### src/rtl/rom_stream_reader_pkg.sv
`default_nettype none
// +----------------------------------------------------------------------+
// | rom_stream_reader_pkg                                                |
// | Shared state encoding and default sizing for rom_stream_reader.     |
// | Rev 1.0                                                              |
// +----------------------------------------------------------------------+
package rom_stream_reader_pkg;

    localparam int DEFAULT_ADDR_W  = 10;
    localparam int DEFAULT_TIMEOUT = 15;

    typedef enum logic [2:0] {
        RSR_IDLE = 3'd0,
        RSR_REQ  = 3'd1,
        RSR_WAIT = 3'd2,
        RSR_OUT  = 3'd3,
        RSR_DONE = 3'd4
    } rsr_state_t;

endpackage
`default_nettype wire

### src/rtl/rom_stream_reader_timeout_cnt.sv
`default_nettype none
// +----------------------------------------------------------------------+
// | rsr_timeout_cnt                                                      |
// | Counts response-wait cycles; expire flags the last allowed cycle.    |
// | Rev 1.0                                                              |
// +----------------------------------------------------------------------+
module rsr_timeout_cnt #(
    parameter int TIMEOUT = 15
) (
    input  logic clk,
    input  logic n_reset,
    input  logic clear,
    input  logic enable,
    output logic expire
);

    logic [7:0] r_cnt;

    // Expire is asserted during the TIMEOUT-th enabled cycle so the caller
    // leaves WAIT on exactly that edge.
    assign expire = enable && (r_cnt == 8'(TIMEOUT - 1));

    always_ff @(posedge clk or negedge n_reset) begin
        if (!n_reset) begin
            r_cnt <= 8'd0;
        end else if (clear) begin
            r_cnt <= 8'd0;
        end else if (enable) begin
            r_cnt <= r_cnt + 8'd1;
        end
    end

endmodule
`default_nettype wire

### src/rtl/rom_stream_reader.sv
`default_nettype none
// +----------------------------------------------------------------------+
// | rom_stream_reader                                                    |
// | Reads a contiguous ROM byte range over the bus, one read in flight, |
// | and emits it as a valid/ready stream. ROM_STREAM_READER_CHECKSUM_EN  |
// | adds a mod-256 checksum output. Rev 1.0                              |
// +----------------------------------------------------------------------+
module rom_stream_reader
    import rom_stream_reader_pkg::*;
#(
    parameter int ADDR_W  = DEFAULT_ADDR_W,
    parameter int TIMEOUT = DEFAULT_TIMEOUT
) (
    input  logic              clk,
    input  logic              n_reset,
    input  logic              start,
    input  logic [ADDR_W-1:0] start_address,
    input  logic [ADDR_W:0]   length,
    output logic              busy,
    output logic              done,
    output logic              error,
    output logic              n_cs,
    output logic              n_rd,
    output logic [ADDR_W-1:0] address,
    input  logic [7:0]        rdata,
    input  logic              rdata_en,
    output logic [7:0]        out_data,
    output logic              out_valid,
    input  logic              out_ready
`ifdef ROM_STREAM_READER_CHECKSUM_EN
    ,
    output logic [7:0]        checksum
`endif
);

    rsr_state_t      r_state;
    logic [ADDR_W:0] r_remain;
    logic            w_to_clear;
    logic            w_to_en;
    logic            w_expire;

    assign w_to_clear = (r_state != RSR_WAIT);
    assign w_to_en    = (r_state == RSR_WAIT) && !rdata_en;

    rsr_timeout_cnt #(
        .TIMEOUT (TIMEOUT)
    ) u_timeout (
        .clk     (clk),
        .n_reset (n_reset),
        .clear   (w_to_clear),
        .enable  (w_to_en),
        .expire  (w_expire)
    );

    always_ff @(posedge clk or negedge n_reset) begin
        if (!n_reset) begin
            r_state   <= RSR_IDLE;
            r_remain  <= '0;
            n_cs      <= 1'b1;
            n_rd      <= 1'b1;
            address   <= '0;
            out_data  <= 8'd0;
            out_valid <= 1'b0;
            busy      <= 1'b0;
            done      <= 1'b0;
            error     <= 1'b0;
        end else begin
            done <= 1'b0;
            case (r_state)
                RSR_IDLE: begin
                    if (start) begin
                        busy  <= 1'b1;
                        error <= 1'b0;
                        if (length != '0) begin
                            address  <= start_address;
                            r_remain <= length;
                            n_cs     <= 1'b0;
                            n_rd     <= 1'b0;
                            r_state  <= RSR_REQ;
                        end else begin
                            done    <= 1'b1;
                            r_state <= RSR_DONE;
                        end
                    end
                end
                RSR_REQ: begin
                    n_cs    <= 1'b1;
                    n_rd    <= 1'b1;
                    r_state <= RSR_WAIT;
                end
                RSR_WAIT: begin
                    if (rdata_en) begin
                        out_data  <= rdata;
                        out_valid <= 1'b1;
                        r_state   <= RSR_OUT;
                    end else if (w_expire) begin
                        error   <= 1'b1;
                        done    <= 1'b1;
                        r_state <= RSR_DONE;
                    end
                end
                RSR_OUT: begin
                    if (out_ready) begin
                        out_valid <= 1'b0;
                        r_remain  <= r_remain - (ADDR_W + 1)'(1);
                        address   <= address + ADDR_W'(1);
                        if (r_remain == (ADDR_W + 1)'(1)) begin
                            done    <= 1'b1;
                            r_state <= RSR_DONE;
                        end else begin
                            n_cs    <= 1'b0;
                            n_rd    <= 1'b0;
                            r_state <= RSR_REQ;
                        end
                    end
                end
                RSR_DONE: begin
                    busy    <= 1'b0;
                    r_state <= RSR_IDLE;
                end
                default: r_state <= RSR_IDLE;
            endcase
        end
    end

`ifdef ROM_STREAM_READER_CHECKSUM_EN
    always_ff @(posedge clk or negedge n_reset) begin
        if (!n_reset) begin
            checksum <= 8'd0;
        end else if (r_state == RSR_IDLE && start) begin
            checksum <= 8'd0;
        end else if (r_state == RSR_OUT && out_ready) begin
            checksum <= checksum + out_data;
        end
    end
`endif

endmodule
`default_nettype wire

### config.mk
export PLATFORM = sky130hd
export DESIGN_NAME = rom_stream_reader
export DESIGN_NICKNAME = d
export VERILOG_FILES = /design/src/rtl/rom_stream_reader_pkg.sv /design/src/rtl/rom_stream_reader_timeout_cnt.sv /design/src/rtl/rom_stream_reader.sv
export SDC_FILE = /design/constraint.sdc
export NUM_CORES = 1
export LEC_CHECK = 0
export ABC_AREA = 1
export CAP_MARGIN = 30
export CELL_PAD_IN_SITES_DETAIL_PLACEMENT = 1
export CELL_PAD_IN_SITES_GLOBAL_PLACEMENT = 2
export CORE_MARGIN = 2
export CORE_UTILIZATION = 25
export DETAILED_ROUTE_END_ITERATION = 16
export PLACE_DENSITY = 0.81
export SETUP_SLACK_MARGIN = 0.15
export SLEW_MARGIN = 20
export SYNTH_ARGS = -nofsm -noshare
export SYNTH_HDL_FRONTEND = slang
export SYNTH_SLANG_ARGS = --single-unit
export TNS_END_PERCENT = 5
### constraint.sdc
create_clock -name clk -period 1.3 [get_ports clk]
set_input_delay 0.26 -clock clk [delete_from_list [all_inputs] [get_ports clk]]
set_output_delay 0.26 -clock clk [all_outputs]
set_load 0.05 [all_outputs]
# ---- Word level (Yosys, flattened, before mapping)
# Index checks and enable logic that the tools add are counted.
# Widths: inputs -> output; s select.
dict set report word_totals {
  in_bits 34
  ram_bits 0
  elab_cells 84
  n_memories 0
  regBits 45
  out_inout_bits 24
  latch_bits 0
  rom_bits 0
}
dict set report op_classes {
  addsub 3
  muxes 38
  n_div 0
  shifts 0
  bitwise 0
  multipliers 0
  eq_ne 15
  order_cmp 0
  reduce_logical 18
}
# operator count
set op_table {}
lappend op_table {{$mux 11} 3}
lappend op_table {{$mux 10} 3}
lappend op_table {{$pmux 11 s2} 1}
lappend op_table {{$pmux 10 s2} 1}
lappend op_table {{$mux 3} 6}
lappend op_table {{$mux 1} 16}
lappend op_table {{$mux 8} 2}
lappend op_table {{$ne 2x2->1 const B} 6}
lappend op_table {{$pmux 3 s4} 1}
lappend op_table {{$eq 11x1->1 const B} 1}
lappend op_table {{$reduce_bool 11->1} 1}
lappend op_table {{$sub 11x1->11 const B} 1}
lappend op_table {{$add 10x1->10 const B} 1}
lappend op_table {{$reduce_bool 2->1} 5}
lappend op_table {{$add 8x1->8 const B} 1}
lappend op_table {{$eq 8x4->1 const B} 1}
lappend op_table {{$reduce_and 4->1} 2}
lappend op_table {{$eq 3x2->1 const B} 2}
lappend op_table {{$ne 3x2->1 const B} 2}
lappend op_table {{$pmux 1 s2} 3}
lappend op_table {{$pmux 1 s3} 2}
lappend op_table {{$reduce_and 3->1} 2}
lappend op_table {{$reduce_and 5->1} 1}
lappend op_table {{$reduce_and 2->1} 2}
lappend op_table {{other kinds (7)} 8}

# ---- Depth between registers and ports, before layout
dict set report logic_depth {
  ltp_word 6
  mapped_depth 10
  ltp_nobuf 10
}

# ---- Cells and area by module
# From an unflattened synthesis, not the netlist that was laid out.
dict set report unflattened {
  hier_cells 380
  area_unflattened_um2 2728.9
}
# mod n_inst cells_per_inst seq_area_each_um2 area_each_um2
set by_module_without_submodules {}
lappend by_module_without_submodules {rom_stream_reader 1 319 927.1 2259.7}
lappend by_module_without_submodules {rsr_timeout_cnt 1 61 200.2 469.2}

# ---- Worst setup path after synthesis
# OpenSTA, ideal clock, no wires.
dict set report synth_timing {
  path_kind {flip-flop to flip-flop}
  start {register address[0]}
  end {register address[4]}
  required_time_ns 1.182
  period_less_slack_ns 1.615
  path_stages_with_launch 9
  n_path_buf 0
  arrival_ns 1.496
  setup_slack_ns -0.315
  setup_time_ns 0.118
  path_cell_list {dfrtp_1 ha_1 nand2_1 nor2_1 or2_2 nand3_1 nand2_1 nand2_1 nand2_1}
}
dict set report synth_via {
  elab_chain_cells 3
}
# element line
set synth_rtl {}
lappend synth_rtl {{from (decl)} rom_stream_reader.sv:24} ;# output logic [ADDR_W-1:0] address,
lappend synth_rtl {{from (signal assigned)} rom_stream_reader.sv:75} ;# address <= start_address;
lappend synth_rtl {{from (signal assigned)} rom_stream_reader.sv:106} ;# address <= address + ADDR_W'(1);
lappend synth_rtl {{$add 10x1->10} rom_stream_reader.sv:106}
lappend synth_rtl {{$mux 10} rom_stream_reader.sv:103} ;# if (out_ready) begin
lappend synth_rtl {{$pmux 10 s2} rom_stream_reader.sv:69} ;# case (r_state)
# No other way between the ends. The select of a mux whose other input is x is not followed.
# A chain may end at the register's enable or synchronous reset.

# ---- Worst setup path in the final report
dict set report layout_timing {
  start {register r_state[2]}
  end {register r_state[0]}
}
dict set report layout_via {
  elab_chain_cells 5
  elab_cells_between_ends 11
  classes_between {6 x eq/ne; 1 x mux; 4 x reduce/logical}
}
# element line
set layout_rtl {}
lappend layout_rtl {{from (decl)} rom_stream_reader.sv:36} ;# rsr_state_t r_state;
lappend layout_rtl {{from (signal assigned)} rom_stream_reader.sv:57} ;# r_state <= RSR_IDLE;
lappend layout_rtl {{from (signal assigned)} rom_stream_reader.sv:79} ;# r_state <= RSR_REQ;
lappend layout_rtl {{from (signal assigned)} rom_stream_reader.sv:82} ;# r_state <= RSR_DONE;
lappend layout_rtl {{$eq 3x2->1} {rom_stream_reader.sv:43, rom_stream_reader.sv:69}}
lappend layout_rtl {{$logic_and 1x1->1} rom_stream_reader.sv:43} ;# assign w_to_en = (r_state == RSR_WAIT) && !rdata_en;
lappend layout_rtl {{$logic_and 1x1->1} rom_stream_reader_timeout_cnt.sv:21} ;# assign expire = enable && (r_cnt == 8'(TIMEOUT - 1));
lappend layout_rtl {{$ne 3x2->1 (no source line)} -}
lappend layout_rtl {{$reduce_and 3->1 (no source line)} -}
# Parallel ways exist; a longest one is shown, timed or not.

==> run_results.csv <==
group,metric,value,unit
route,drt_iter0_markers,47,
floorplan,io_pins,58,
flow_run,cap_violations,0,
power,power_density,2540,nW/um2
synthesis,synth_cell_types,32,
synthesis,yosysWarnings,0,
power,p_seq_share,23.7,%
floorplan,coreArea,10700,um2
synthesis,postSynth.asyncResetShare,100,%
route,drt-wirelength-per-cell,14.1,um
clocking,clk-insertion-delay-late,0.31,ns
sta,layout_setup_ws,-0.102,ns
place,gp_congestion,0.823,
power,p_leak,2.21,nW
sta,whs,0.446,ns
route,routed_wl,9110,um
global_routing,gr-total-overflow,0,
synthesis,synthCells,390,
setup_path,arrival,1.61,ns
setup_path,start_kind,"register",
cells_and_area,syn_to_final_growth,67.6,%
setup_path,critPathKind,"register to register",
setup_path,crit_slowest_cell,"dfrtp_2",
hold_path,holdCritPathClass,"input pin to asynchronous set/reset pin",
power,clockPowerShare,8.7,%
route,dr.pass1.iters,4,
clocking,clock_path_buffers,2,
floorplan,die_x,108,um
place,dp_slack,-0.532,ns
setup_path,crit_family,"simple AND/OR/NAND/NOR gates",
synthesis,synth_top_flop_cell,"dfrtp_1",
route,ant_nets,0,
clocking,cts-root-buf,"clkbuf_8",
sta,slew_viol_final,0,
sta,fin_crit,1.40,ns
floorplan,die_h,108,um
synthesis,synth_edf_count,0,
clocking,cts_num_sinks,45,
run_status,status,"complete, but fails checks",
place,place_inst,631,
setup_path,path_buf_inv,2,
floorplan,start_util,25.3,%
place,hpwlAfterDp,6570,um
sta,rsz0062_at_grt,"yes",
synthesis,seq_area_frac_synth,41.5,%
place,numPortBuffers,57,
synthesis,ys_ff_latch,45,
cells_and_area,n_antenna_cell,0,
synthesis,syn_nets,429,
clocking,tritoncts,"yes",
power,combPwrFrac,67.7,%
cells_and_area,fillers,1314,
global_routing,grt_max_degree,46,
run_status,violations,"negative setup slack",
cells_and_area,layout_common_cells,"nand2_1, inv_1, buf_4",
sta,hold_violations,0,
route,vias_per_cell,4.53,
sta,min_period_over_period,108,%
global_routing,grt_pass1_vias,3150,
setup_path,end_kind,"register",
power,swShare,46.5,%
synthesis,syn_area,2720,um2
cells_and_area,final_cell_count_no_fill,646,
route,route.detailed.drc,0,
route,vias,2924,
sta,clock_skew,0.00787,ns
cells_and_area,final_common_cell,"nand2_1",
synthesis,syn_area_per_cell,6.97,um2
sta,finalSetupViolCount,45,
setup_path,slowest_delay,0.49,ns
floorplan,rows,38,
sta,max_freq,0.713,GHz
floorplan,die_area,11700,um2
cells_and_area,nNetsFinal,544,
setup_path,crit_chain,"buf_6, nor2_4, inv_2, nor2_4, nand2_2, nand2_2, nor2_2, nand2_1, nand2_1",
power,p_sw,0.00538,W
clocking,cts_max_level,2,
power,vdd_ir_drop_max,1.46,mV
setup_path,worst-endpoint-required,1.51,ns
global_routing,grt_pass1_wl,15300,um
cells_and_area,drive_gt1_share,32.6,%
power,internal_power,0.00619,W
clocking,numCtsBuffers,5,
clocking,clkTransAtPathRegs,0.10,ns
setup_path,cp_max_fo,4,
sta,tightest_slew,0.401,ns
global_routing,grt_usage,16.6,%
sta,max_slew_margin,73.3,%
global_routing,antenna_found_initial,0,
## area by class of cell
class / count / area, um2 / share of cell area [%]
Tap cell: 140 / 175 / 3.84
Multi-Input combinational cell: 294 / 1580 / 34.6
Clock inverter: 2 / 16.3 / 0.357
Inverter: 42 / 158 / 3.46
Timing Repair Buffer: 117 / 1410 / 31.0
Sequential cell: 45 / 1140 / 25.0
Clock buffer: 6 / 82.6 / 1.81
## power by group through the flow
stage	logic (W)	clock network, W	registers [W]
after floorplan	0.00270	0	0.00361
after CTS	0.00779	0.00102	0.00271
after global placement	0.00705	0	0.00264
final	0.00783	0.00100	0.00274
after detailed placement	0.00722	0	0.00268
after global routing	0.00849	0.00107	0.00283
## logic make-up (layout without fill, tap and decap cells)
kind of cell,count (synthesis),after routing,share of synthesized area [%]
buffers and inverters,52,167,8.56
and+or+nand+nor,254,255,38.9
adders and majority gates,5,5,2.30
AOI/OAI and AO/OA,26,26,5.43
muxes,8,8,3.31
DFF,45,45,41.5
## tightest hold or removal path, stage by stage
cell and delay [ns]:
dlygate4sd3_1 0.52, buf_2 0.12, buf_12 0.24
## timing repair
item / 4_1_cts / 5_1_grt
setup buffers: 4 / 1
cloned: 1 / 0
setup endpoints to repair: 68 / 69
gates resized for setup: 54 / 16
pin swaps: 16 / 7
endpoints found under the hold margin: 44 / 0
hold buffers: 1 / 0
## routing by layer
metal | global-route usage (%) | up-vias | share of wire, % | wire, um
met5 | 0 | - | 0 | 0
met4 | 4.40 | 0 | 1.4 | 131
met3 | 2.47 | 11 | 2.3 | 211
met2 | 30.1 | 37 | 50 | 4560
met1 | 20.4 | 1419 | 46 | 4210
li1 | - | 1457 | - | -
## Yosys cell counts, drive strengths merged, types with 5 or more instances
cell type  count  area, um2
o21ai         12       60.1
nand2        169        644
mux2           8       90.1
buf            9       71.3
ha             5       62.6
inv           42        158
a21oi          7       38.8
nand3         31        155
dfrtp         44       1100
nor2          36        148
nor3           5       30.0
or2            5       31.3
nand4          6       37.5
## worst paths after layout
kind	from	to	slack, ns	depth (start not counted)
worst max register to register	r_state[2]	r_state[0]	-0.10	9
worst min-delay path	n_reset	r_remain[6]	0.45	3
worst min register to register	n_rd	n_rd	0.52	2
min in group clk	n_rd	n_rd	0.52	2
worst max-delay path	r_state[2]	r_state[0]	-0.10	9
max in group asynchronous	n_reset	n_rd	0.57	3
## state kept, by name, summed over array words and instances, names as in the netlist
signal,count
busy,1
u_timeout.r_cnt,8
out_data,8
done,1
address,10
r_state,3
out_valid,1
r_remain,11
error,1
n_rd,1
## metrics by stage
step,instance area [um2],TNS (ns),util [%],power (W)
2_1_floorplan,2780,-0.409,-,0.00631
3_3_place_gp,4180,-13.15,38.9,0.00969
3_5_place_dp,4180,-14.44,38.9,0.00990
4_1_cts,4510,-2.66,42.0,0.0115
5_1_grt,4560,-5.86,42.4,0.0124
6_report,4560,-2.14,42.4,0.0116
Power figures use the tool's default switching activity.
